===== config.mk =====
export PLATFORM = sky130hd
export DESIGN_NAME = fb_port_arbiter_flat
export DESIGN_NICKNAME = d
export VERILOG_FILES = /design/src/rtl/fb_port_arbiter_if.sv /design/src/rtl/fb_port_arbiter.sv /design/src/flat_wrapper.sv
export SDC_FILE = /design/constraint.sdc
export NUM_CORES = 1
export LEC_CHECK = 0
export ABC_CLOCK_PERIOD_IN_PS = 8600
export CELL_PAD_IN_SITES_DETAIL_PLACEMENT = 0
export CELL_PAD_IN_SITES_GLOBAL_PLACEMENT = 1
export CORE_ASPECT_RATIO = 1.4
export CORE_MARGIN = 5
export CORE_UTILIZATION = 46
export DETAILED_ROUTE_END_ITERATION = 6
export DONT_BUFFER_PORTS = 1
export GPL_ROUTABILITY_DRIVEN = 0
export PLACE_DENSITY = 0.71
export REMOVE_ABC_BUFFERS = 1
export SLEW_MARGIN = 30
export SYNTH_ARGS = -nofsm -noshare
export SYNTH_HDL_FRONTEND = slang
export SYNTH_SLANG_ARGS = --single-unit

===== constraint.sdc =====
create_clock -name clk -period 8.6 [get_ports clk]
set_input_delay 2.58 -clock clk [delete_from_list [all_inputs] [get_ports clk]]
set_output_delay 2.58 -clock clk [all_outputs]
set_load 0.01 [all_outputs]

===== src/rtl/fb_port_arbiter_if.sv =====
// Frame-buffer arbiter bus: pixel write stream, scan-engine read port and single-port RAM port.
// slave is the arbiter's view; master is the surrounding system's view.
interface fb_port_arbiter_if #(
   parameter int unsigned BITS_PER_PIXEL = 16,
   parameter int unsigned ADDR_BITS      = 11
);
   logic                      wr_pixel_valid;
   logic [BITS_PER_PIXEL-1:0] wr_pixel_data;
   logic                      wr_frame_start;
   logic                      rd_req;
   logic [ADDR_BITS-1:0]      rd_addr;
   logic                      rd_ack;
   logic                      rd_valid;
   logic [BITS_PER_PIXEL-1:0] rd_data;
   logic [ADDR_BITS-1:0]      mem_addr;
   logic                      mem_we;
   logic [BITS_PER_PIXEL-1:0] mem_wdata;
   logic [BITS_PER_PIXEL-1:0] mem_rdata;
   logic                      frame_done;
   logic                      overflow;

   modport slave (
      input  wr_pixel_valid, wr_pixel_data, wr_frame_start, rd_req, rd_addr, mem_rdata,
      output rd_ack, rd_valid, rd_data, mem_addr, mem_we, mem_wdata, frame_done, overflow
   );

   modport master (
      output wr_pixel_valid, wr_pixel_data, wr_frame_start, rd_req, rd_addr, mem_rdata,
      input  rd_ack, rd_valid, rd_data, mem_addr, mem_we, mem_wdata, frame_done, overflow
   );
endinterface


===== src/rtl/fb_port_arbiter.sv =====
// fb_port_arbiter: shares the single-port frame-buffer RAM between the buffered SPI pixel
// write stream and the HUB75 scan engine's reads. Reads win unless the write FIFO is full.
module fb_port_arbiter #(
   parameter int unsigned BITS_PER_PIXEL   = 16,
   parameter int unsigned ADDR_BITS        = 11,
   parameter int unsigned PIXELS_PER_FRAME = 2048,
   parameter int unsigned FIFO_DEPTH       = 4
) (
   input logic             clk,
   input logic             reset,
   fb_port_arbiter_if.slave bus
);
   localparam int unsigned PtrBits = $clog2(FIFO_DEPTH);
   localparam int unsigned CntBits = PtrBits + 1;
   localparam logic [CntBits-1:0]   FullCount = CntBits'(FIFO_DEPTH);
   localparam logic [ADDR_BITS-1:0] LastAddr  = ADDR_BITS'(PIXELS_PER_FRAME - 1);

   logic [BITS_PER_PIXEL-1:0] fifo_q [FIFO_DEPTH];
   logic [PtrBits-1:0]        rd_ptr_q, wr_ptr_q;
   logic [CntBits-1:0]        count_q;
   logic [ADDR_BITS-1:0]      wr_addr_q;

   logic [ADDR_BITS-1:0]      mem_addr_q;
   logic                      mem_we_q;
   logic [BITS_PER_PIXEL-1:0] mem_wdata_q;
   logic                      rd_pend_q;
   logic                      rd_valid_q;
   logic                      frame_done_q;
   logic                      overflow_q;

   logic                      fifo_full;
   logic                      fifo_empty;
   logic                      rd_grant;
   logic                      wr_grant;
   logic                      push;
   logic                      store;
   logic [PtrBits-1:0]        store_idx;

   // Grant decision and FIFO push qualification for the current cycle.
   always_comb begin
      fifo_full  = (count_q == FullCount);
      fifo_empty = (count_q == '0);
      // A frame start blocks writes, so a full FIFO cannot stall a read that cycle.
      rd_grant   = bus.rd_req && (bus.wr_frame_start || !fifo_full);
      wr_grant   = !bus.wr_frame_start && (fifo_full || (!bus.rd_req && !fifo_empty));
      push       = bus.wr_pixel_valid && (!fifo_full || wr_grant);
      // On a frame start the flushed FIFO always has room; the pixel lands in slot 0.
      store      = bus.wr_pixel_valid && (bus.wr_frame_start || push);
      store_idx  = bus.wr_frame_start ? '0 : wr_ptr_q;
   end

   // FIFO storage; contents need no reset since the count qualifies them.
   always_ff @(posedge clk) begin
      if (store) begin
         fifo_q[store_idx] <= bus.wr_pixel_data;
      end
   end

   // FIFO pointers, occupancy, write address and sticky overflow.
   always_ff @(posedge clk) begin
      if (reset) begin
         rd_ptr_q   <= '0;
         wr_ptr_q   <= '0;
         count_q    <= '0;
         wr_addr_q  <= '0;
         overflow_q <= 1'b0;
      end else if (bus.wr_frame_start) begin
         rd_ptr_q  <= '0;
         wr_ptr_q  <= PtrBits'(bus.wr_pixel_valid);
         count_q   <= CntBits'(bus.wr_pixel_valid);
         wr_addr_q <= '0;
      end else begin
         if (wr_grant) begin
            rd_ptr_q  <= rd_ptr_q + PtrBits'(1);
            wr_addr_q <= (wr_addr_q == LastAddr) ? '0 : wr_addr_q + ADDR_BITS'(1);
         end
         if (push) begin
            wr_ptr_q <= wr_ptr_q + PtrBits'(1);
         end
         count_q <= count_q + CntBits'(push) - CntBits'(wr_grant);
         if (bus.wr_pixel_valid && !push) begin
            overflow_q <= 1'b1;
         end
      end
   end

   // Registered RAM port, read-valid pipeline and end-of-frame pulse.
   always_ff @(posedge clk) begin
      if (reset) begin
         mem_addr_q   <= '0;
         mem_we_q     <= 1'b0;
         mem_wdata_q  <= '0;
         rd_pend_q    <= 1'b0;
         rd_valid_q   <= 1'b0;
         frame_done_q <= 1'b0;
      end else begin
         // RAM has one cycle of read latency, so valid trails the address by one cycle.
         rd_pend_q    <= rd_grant;
         rd_valid_q   <= rd_pend_q;
         mem_we_q     <= wr_grant;
         frame_done_q <= wr_grant && (wr_addr_q == LastAddr);
         if (rd_grant) begin
            mem_addr_q <= bus.rd_addr;
         end else if (wr_grant) begin
            mem_addr_q  <= wr_addr_q;
            mem_wdata_q <= fifo_q[rd_ptr_q];
         end
      end
   end

   assign bus.rd_ack     = rd_grant;
   assign bus.rd_valid   = rd_valid_q;
   assign bus.rd_data    = bus.mem_rdata;
   assign bus.mem_addr   = mem_addr_q;
   assign bus.mem_we     = mem_we_q;
   assign bus.mem_wdata  = mem_wdata_q;
   assign bus.frame_done = frame_done_q;
   assign bus.overflow   = overflow_q;
endmodule


===== src/flat_wrapper.sv =====
// flat-port wrapper written by rule: the top's interface ports become plain ports
module fb_port_arbiter_flat 
#(
   parameter int unsigned BITS_PER_PIXEL   = 16,
   parameter int unsigned ADDR_BITS        = 11,
   parameter int unsigned PIXELS_PER_FRAME = 2048,
   parameter int unsigned FIFO_DEPTH       = 4
)
  (clk, reset, bus_wr_pixel_valid, bus_wr_pixel_data, bus_wr_frame_start, bus_rd_req, bus_rd_addr, bus_mem_rdata, bus_rd_ack, bus_rd_valid, bus_rd_data, bus_mem_addr, bus_mem_we, bus_mem_wdata, bus_frame_done, bus_overflow);
  fb_port_arbiter_if #(.BITS_PER_PIXEL(BITS_PER_PIXEL), .ADDR_BITS(ADDR_BITS)) bus_i ();
  input logic clk;
  input logic reset;
  input wire logic [$bits(bus_i.wr_pixel_valid)-1:0] bus_wr_pixel_valid;
  input wire logic [$bits(bus_i.wr_pixel_data)-1:0] bus_wr_pixel_data;
  input wire logic [$bits(bus_i.wr_frame_start)-1:0] bus_wr_frame_start;
  input wire logic [$bits(bus_i.rd_req)-1:0] bus_rd_req;
  input wire logic [$bits(bus_i.rd_addr)-1:0] bus_rd_addr;
  input wire logic [$bits(bus_i.mem_rdata)-1:0] bus_mem_rdata;
  output wire logic [$bits(bus_i.rd_ack)-1:0] bus_rd_ack;
  output wire logic [$bits(bus_i.rd_valid)-1:0] bus_rd_valid;
  output wire logic [$bits(bus_i.rd_data)-1:0] bus_rd_data;
  output wire logic [$bits(bus_i.mem_addr)-1:0] bus_mem_addr;
  output wire logic [$bits(bus_i.mem_we)-1:0] bus_mem_we;
  output wire logic [$bits(bus_i.mem_wdata)-1:0] bus_mem_wdata;
  output wire logic [$bits(bus_i.frame_done)-1:0] bus_frame_done;
  output wire logic [$bits(bus_i.overflow)-1:0] bus_overflow;
  assign bus_i.wr_pixel_valid = bus_wr_pixel_valid;
  assign bus_i.wr_pixel_data = bus_wr_pixel_data;
  assign bus_i.wr_frame_start = bus_wr_frame_start;
  assign bus_i.rd_req = bus_rd_req;
  assign bus_i.rd_addr = bus_rd_addr;
  assign bus_i.mem_rdata = bus_mem_rdata;
  assign bus_rd_ack = bus_i.rd_ack;
  assign bus_rd_valid = bus_i.rd_valid;
  assign bus_rd_data = bus_i.rd_data;
  assign bus_mem_addr = bus_i.mem_addr;
  assign bus_mem_we = bus_i.mem_we;
  assign bus_mem_wdata = bus_i.mem_wdata;
  assign bus_frame_done = bus_i.frame_done;
  assign bus_overflow = bus_i.overflow;
  fb_port_arbiter #(.BITS_PER_PIXEL(BITS_PER_PIXEL), .ADDR_BITS(ADDR_BITS), .PIXELS_PER_FRAME(PIXELS_PER_FRAME), .FIFO_DEPTH(FIFO_DEPTH)) u_core (.clk(clk), .reset(reset), .bus(bus_i));
endmodule

==> summary.txt, run 1 <==
OUTCOME
--------------------------------------------------------------------------------
Run status                                                          finished, final reports clean

STA
--------------------------------------------------------------------------------
Tcrit/Tclk final                                                           65.0%
Transition time at the pin with the least slew margin                   0.916 ns
Final Setup Violations                                                         0
Final worst clock skew                                                0.00471 ns
Tmin final                                                               5.59 ns
Sum Neg Setup Slack                                                         0 ns
Final count of pins violating max slew                                         0
Final hold vios                                                                0
Unrepaired setup endpoints after global routing                               no
Max Freq                                                                 179 MHz
Slew headroom                                                              38.9%

CTS
--------------------------------------------------------------------------------
Number of buffers between clock root and the deepest sink                      2
Resized Gates After CTS                                                        0
CTS clock-pin slew for the worst setup and hold paths                    0.05 ns
Number of hold-repair buffers added at the cts stage                           0
CTS tree                                                                   built
TritonCTS buffer count                                                        17
Number of H-tree branching levels                                              4
Post-CTS setup-driven buffer insertion count                                   0
Clock insertion delay at the later pin of the skew report                0.40 ns
Clock sink count                                                             114
CTS root buffer                                                        clkbuf_16

GLOBAL ROUTING
--------------------------------------------------------------------------------
Remaining Overflow, GRT                                                        0
Antenna violations before repair                                               0
Wire length of the first global-routing pass                            14400 um
Overall Global Routing Usage                                               16.3%
Number of global-route vias before repair                                   2781
Largest net degree at the start of global routing                             42

WORST SETUP PATH
--------------------------------------------------------------------------------
Required time worst endpoint                                             6.02 ns
Cell type group with the largest total delay on the critical path   buffers and inverters
Largest stage delay, worst path                                          0.21 ns
Kind of end point of the critical path                                output pin
WS Path Type                                                        input port to output pin
CP Launch Type                                                        input port
Cell-by-cell listing of the critical path                           o21ai_1, buf_4, inv_1
WP buf/inv                                                                     2
Max stage delay cell, worst path                                           buf_4
CP Data Arrival Time                                                     3.01 ns
Highest net fanout along the worst path                                       13

SYNTH
--------------------------------------------------------------------------------
Share of the synthesized area in the top cell type                         42.5%
Distinct cell type count of the synthesized netlist                           41
Post-synthesis instance area                                            4520 um2
Number of synthesized register bits                                          114
Number of enable flip-flop cells after synthesis                              64
Yosys Warn Count                                                               0
Synth async-reset ratio                                                       0%
Syn_area_per_cell                                                       13.0 um2
Top cells by count, synth                                           64 x edfxtp_1, 50 x dfxtp_1, 38 x nand2_1
Post-synthesis sequential area ratio                                       64.7%
Cell count after synthesis                                                   348
Yosys top cell by area                                                  edfxtp_1
Ys flop type                                                            edfxtp_1
Most common cell in the synthesized netlist                             edfxtp_1
Dominant cells by area after synthesis                              edfxtp_1 43%, dfxtp_1 22%, mux4_2 8.0%

DRT
--------------------------------------------------------------------------------
Number of detailed-routing iterations run before antenna repair                4
Via count                                                                   2646
Mean routed wirelength per cell                                          18.7 um
Total Routed Length                                                      9010 um
Remaining routing DRC violations                                               0
Vias per inst                                                               5.49
Number of DRC markers after the initial detailed-route iteration              86
Count of antenna-violating nets left after detailed routing                    0

POWER AND IR DROP
--------------------------------------------------------------------------------
Worst vdd ir                                                            0.180 mV
Reported leakage power                                                0.00172 uW
Power density relative to cell area                                   278 nW/um2

FINAL LAYOUT
--------------------------------------------------------------------------------
Filler cells                                                                 777
Syn-to-layout area delta                                                   14.6%
Share of post-route cells with drive strength above 1                      15.7%
Final non-filler cell area                                              5180 um2
Final design utilization                                                   54.5%
Multi-input gate area in the final layout                               1360 um2
Total area of sequential cells                                          2920 um2
Final net count                                                              389
Number of diodes                                                               0

FLOORPLAN
--------------------------------------------------------------------------------
Io pins                                                                       96
Std-Cell Rows                                                                 42
Die Outline Area                                                       11900 um2
Height of the chip                                                        127 um
Width of the die                                                         93.8 um
Initial cell density of the core                                           47.5%
Floorplan core area                                                     9510 um2

MIN PATH
--------------------------------------------------------------------------------
Hold Path Class                                                     register to register

PLACEMENT
--------------------------------------------------------------------------------
Port Buffers                                                                   0
HPWL after detailed placement                                            5610 um
Dpl cell area                                                           4520 um2

RUN
--------------------------------------------------------------------------------
# Max-Cap Violations                                                           0

-- cells in the final DEF (no fill, tap or decap), types with 6 or more instances in the layout --
| cell | instances |
|---|---|
| edfxtp_1 | 64 |
| dfxtp_1 | 50 |
| nand2_1 | 38 |
| a21oi_1 | 26 |
| clkbuf_16 | 17 |
| mux4_2 | 16 |
| nor3_1 | 15 |
| nor2_1 | 14 |
| inv_1 | 9 |
| nand3_1 | 8 |
| xnor2_1 | 6 |
| nand2b_1 | 6 |
| a22oi_1 | 6 |
-- area by class of cell --
type	instances	share of cell area, %
sequential	114	56.4
tap	132	3.19
clock inverter	13	3.99
clock buffer	19	8.74
inverter	9	0.652
timing repair buffer	5	0.725
multi-input combinational	190	26.3
-- cell families (layout without fill, tap and decap cells) --
| family | after synthesis | count (layout) | synth area share, % |
|---|---|---|---|
| fa+ha+maj | 4 | 4 | 1.27 |
| compound gates | 54 | 54 | 7.42 |
| xor+xnor | 7 | 7 | 1.36 |
| flops | 114 | 114 | 64.7 |
| buf+inv | 44 | 46 | 5.20 |
| simple gates | 108 | 108 | 11.9 |
| mux | 17 | 17 | 8.20 |
-- state kept, by name (all words and copies together), names as in the netlist --
name	cells
u_core.bus.frame_done	1
u_core.bus.mem_addr	11
u_core.bus.mem_wdata	16
u_core.bus.mem_we	1
u_core.bus.overflow	1
u_core.bus.rd_valid	1
u_core.count_q	3
u_core.fifo_q	64
u_core.rd_pend_q	1
u_core.rd_ptr_q	2
u_core.wr_addr_q	11
u_core.wr_ptr_q	2
-- worst reg2reg max path: stages, from the launching register on --
cell and delay (ns):
dfxtp_1 0.38, or3b_1 0.51, a21o_1 0.22, inv_1 0.66, ha_1 0.26, inv_1 0.04
ha_1 0.19, fa_1 0.40, xnor2_1 0.18, xnor2_1 0.14, nor2_1 0.05
-- worst paths after layout --
kind / start / to / slack (ns) / depth (start not counted)
min reg2reg: u_core.rd_pend_q / u_core.bus.rd_valid / 0.43 / 1
max: bus_wr_frame_start / bus_rd_ack / 3.01 / 3
min: u_core.rd_pend_q / u_core.bus.rd_valid / 0.43 / 1
max reg2reg: u_core.count_q[2] / u_core.count_q[2] / 5.46 / 10
-- power by group --
group / internal [uW] / switching, uW
Combinational: 26.3 / 33.8
Clock: 529 / 239
Sequential: 596 / 15.3
Total: 1150 / 289
-- through the flow --
step	instances	total power, uW	worst slack, ns	hold WS, ns
2_1_floorplan	313	665	2.78	0.414
6_report	482	1440	3.01	0.434
4_1_cts	482	1450	3.00	0.441
5_1_grt	482	1490	2.96	0.455
3_3_place_gp	450	681	3.01	0.417
3_5_place_dp	450	684	3.00	0.428
-- routing by layer --
metal	global-route usage (%)	routed length, um
met3	8.41	765
met4	6.63	110
met5	0	0
met1	16.4	3350
met2	27.9	4790
Note: power is estimated with default switching activity, not from simulation.
==> run 2, diff against run 1 <==
ABC_CLOCK_PERIOD_IN_PS = 5200   (was 8600)
clock period = 5.2 ns   (was 8.6 ns; I/O delays follow)
==> run 2 against run 1 <==
Critical path depth unchanged. Register-to-register slack got worse by 2.6 ns. Via count increased by 1.1%. Wire length decreased by 2.0%. Sequential share of layout area increased by 0.44 points. Sequential power increased by 65%. Combinational power increased by 66%. Non-clock buffer count increased by 1. First-iteration DRC count increased by 1.2%. Cell count increased by 0.21%. Global-route usage decreased by 0.43 points. Critical path type unchanged. Critical endpoint unchanged. Largest power group unchanged.
==> summary.txt, run 2 (synthesis gave the netlist of run 1 again) <==
CTS
-------------------------------------------------------------------------------------
Number of buffers between clock root and the deepest sink                           2   unchanged
Post-CTS setup-driven buffer insertion count                                        0   unchanged
TritonCTS buffer count                                                             17   unchanged
Clock sink count                                                                  114   unchanged
Resized Gates After CTS                                                             0   unchanged
Number of H-tree branching levels                                                   4   unchanged
Clock insertion delay at the later pin of the skew report                     0.40 ns   about the same
CTS root buffer                                                             clkbuf_16
Number of hold-repair buffers added at the cts stage                                0   unchanged
CTS clock-pin slew for the worst setup and hold paths                         0.05 ns   about the same
CTS tree                                                                        built

GLOBAL ROUTING
-------------------------------------------------------------------------------------
Remaining Overflow, GRT                                                             0   unchanged
Largest net degree at the start of global routing                                  42   unchanged
Wire length of the first global-routing pass                                 14200 um   -1.8%
Number of global-route vias before repair                                        2820   +1.4%
Antenna violations before repair                                                    0   unchanged
Overall Global Routing Usage                                                    15.8%   -0.43 points

STA
-------------------------------------------------------------------------------------
Final hold vios                                                                     0   unchanged
Slew headroom                                                                   40.4%   +1.5 points
Transition time at the pin with the least slew margin                        0.894 ns   -0.0218 ns
Final count of pins violating max slew                                              0   unchanged
Unrepaired setup endpoints after global routing                                    no
Tmin final                                                                    3.53 ns
Tcrit/Tclk final                                                                67.9%
Final Setup Violations                                                              0   unchanged
Final worst clock skew                                                     0.00598 ns   +0.00127 ns
Max Freq                                                                      283 MHz
Sum Neg Setup Slack                                                              0 ns   unchanged

WORST SETUP PATH
-------------------------------------------------------------------------------------
CP Data Arrival Time                                                          1.97 ns   -1.04 ns
WP buf/inv                                                                          2   unchanged
CP Launch Type                                                             input port
Kind of end point of the critical path                                     output pin
Largest stage delay, worst path                                               0.20 ns   about the same
Required time worst endpoint                                                  3.64 ns   -2.38 ns
Cell-by-cell listing of the critical path                                o21ai_1, buf_4, inv_1
WS Path Type                                                             input port to output pin
Cell type group with the largest total delay on the critical path        buffers and inverters
Highest net fanout along the worst path                                            13   unchanged
Max stage delay cell, worst path                                                buf_4

POWER AND IR DROP
-------------------------------------------------------------------------------------
Reported leakage power                                                     0.00171 uW   -0.68%
Power density relative to cell area                                        446 nW/um2   +61%
Worst vdd ir                                                                 0.259 mV   +44%

FLOORPLAN
-------------------------------------------------------------------------------------
Height of the chip                                                             127 um   unchanged
Width of the die                                                              93.8 um   unchanged
Die Outline Area                                                            11900 um2   unchanged
Floorplan core area                                                          9510 um2   unchanged
Initial cell density of the core                                                47.5%   unchanged
Io pins                                                                            96   unchanged
Std-Cell Rows                                                                      42   unchanged

DRT
-------------------------------------------------------------------------------------
Mean routed wirelength per cell                                               18.3 um   -2.2%
Vias per inst                                                                    5.54   +0.92%
Count of antenna-violating nets left after detailed routing                         0   unchanged
Total Routed Length                                                           8830 um   -2.0%
Via count                                                                        2676   +1.1%
Number of DRC markers after the initial detailed-route iteration                   87   +1.2%
Remaining routing DRC violations                                                    0   unchanged
Number of detailed-routing iterations run before antenna repair                     4   unchanged

FINAL LAYOUT
-------------------------------------------------------------------------------------
Largest Register                                                         u_core.fifo_q
Most frequent standard cell in the layout excluding fill and tap cells       edfxtp_1
Most frequent cells in the layout                                        64 x edfxtp_1, 50 x dfxtp_1, 38 x nand2_1
Final design utilization                                                        54.0%   -0.42 points
Flip-flop count of the largest register, all copies and words added                64   unchanged
Final net count                                                                   390   +0.26%
Number of diodes                                                                    0   unchanged
Share of post-route cells with drive strength above 1                           14.8%   -0.90 points
Syn-to-layout area delta                                                        13.7%

OUTCOME
-------------------------------------------------------------------------------------
Run status                                                               finished, final reports clean

MIN PATH
-------------------------------------------------------------------------------------
Hold Path Class                                                          register to register

PLACEMENT
-------------------------------------------------------------------------------------
Port Buffers                                                                        0   unchanged
HPWL after detailed placement                                                 5560 um   -0.78%

RUN
-------------------------------------------------------------------------------------
# Max-Cap Violations                                                                0   unchanged

## run 2: cell count changes in the layout (fill, tap and decap cells not counted)
cell,change
clkinvlp_4,-2
clkinv_1,+1
clkinv_2,+1
inv_6,-1
bufinv_16,-1
buf_4,+1
clkbuf_1,+3
clkbuf_8,-1
## run 2: worst paths after layout
path                            from                  end  slack, ns  depth (start not counted)
setup / recovery  bus_wr_frame_start           bus_rd_ack       1.67                          3
setup reg to reg   u_core.count_q[2]    u_core.count_q[2]       2.84                         10
hold reg to reg     u_core.rd_pend_q  u_core.bus.rd_valid       0.43                          1
hold / removal      u_core.rd_pend_q  u_core.bus.rd_valid       0.43                          1
## run 2: cell type report
| type | count | area [um2] |
|---|---|---|
| fill | 810 | 4370 |
| sequential | 114 | 2920 |
| multi-input combinational | 190 | 1360 |
| tap | 132 | 165 |
| timing repair buffer | 6 | 45.0 |
| clock buffer | 21 | 450 |
| clock inverter | 11 | 161 |
| inverter | 9 | 33.8 |
## run 2: routing by layer
metal / routed length, um / GRT usage, %
met5: 0 / 0
met4: 137 / 6.72
met3: 812 / 7.88
met2: 4560 / 26.2
met1: 3320 / 17.0
## run 2: per-stage QoR
stage	worst slack [ns]	hold WS, ns	area (um2)	cells	total power [uW]
5_1_grt	1.61	0.454	5140	483	2380
4_1_cts	1.66	0.441	5140	483	2330
2_1_floorplan	0.855	0.414	4320	313	1100
3_3_place_gp	1.67	0.419	4530	451	1130
6_report	1.67	0.434	5140	483	2290
3_5_place_dp	1.66	0.430	4530	451	1130
## run 2: where the power goes
part	internal (uW)	leakage, uW	switching, uW
Clock	809	0.000302	375
Combinational	43.7	0.000414	55.8
Sequential	987	0.000995	24.0
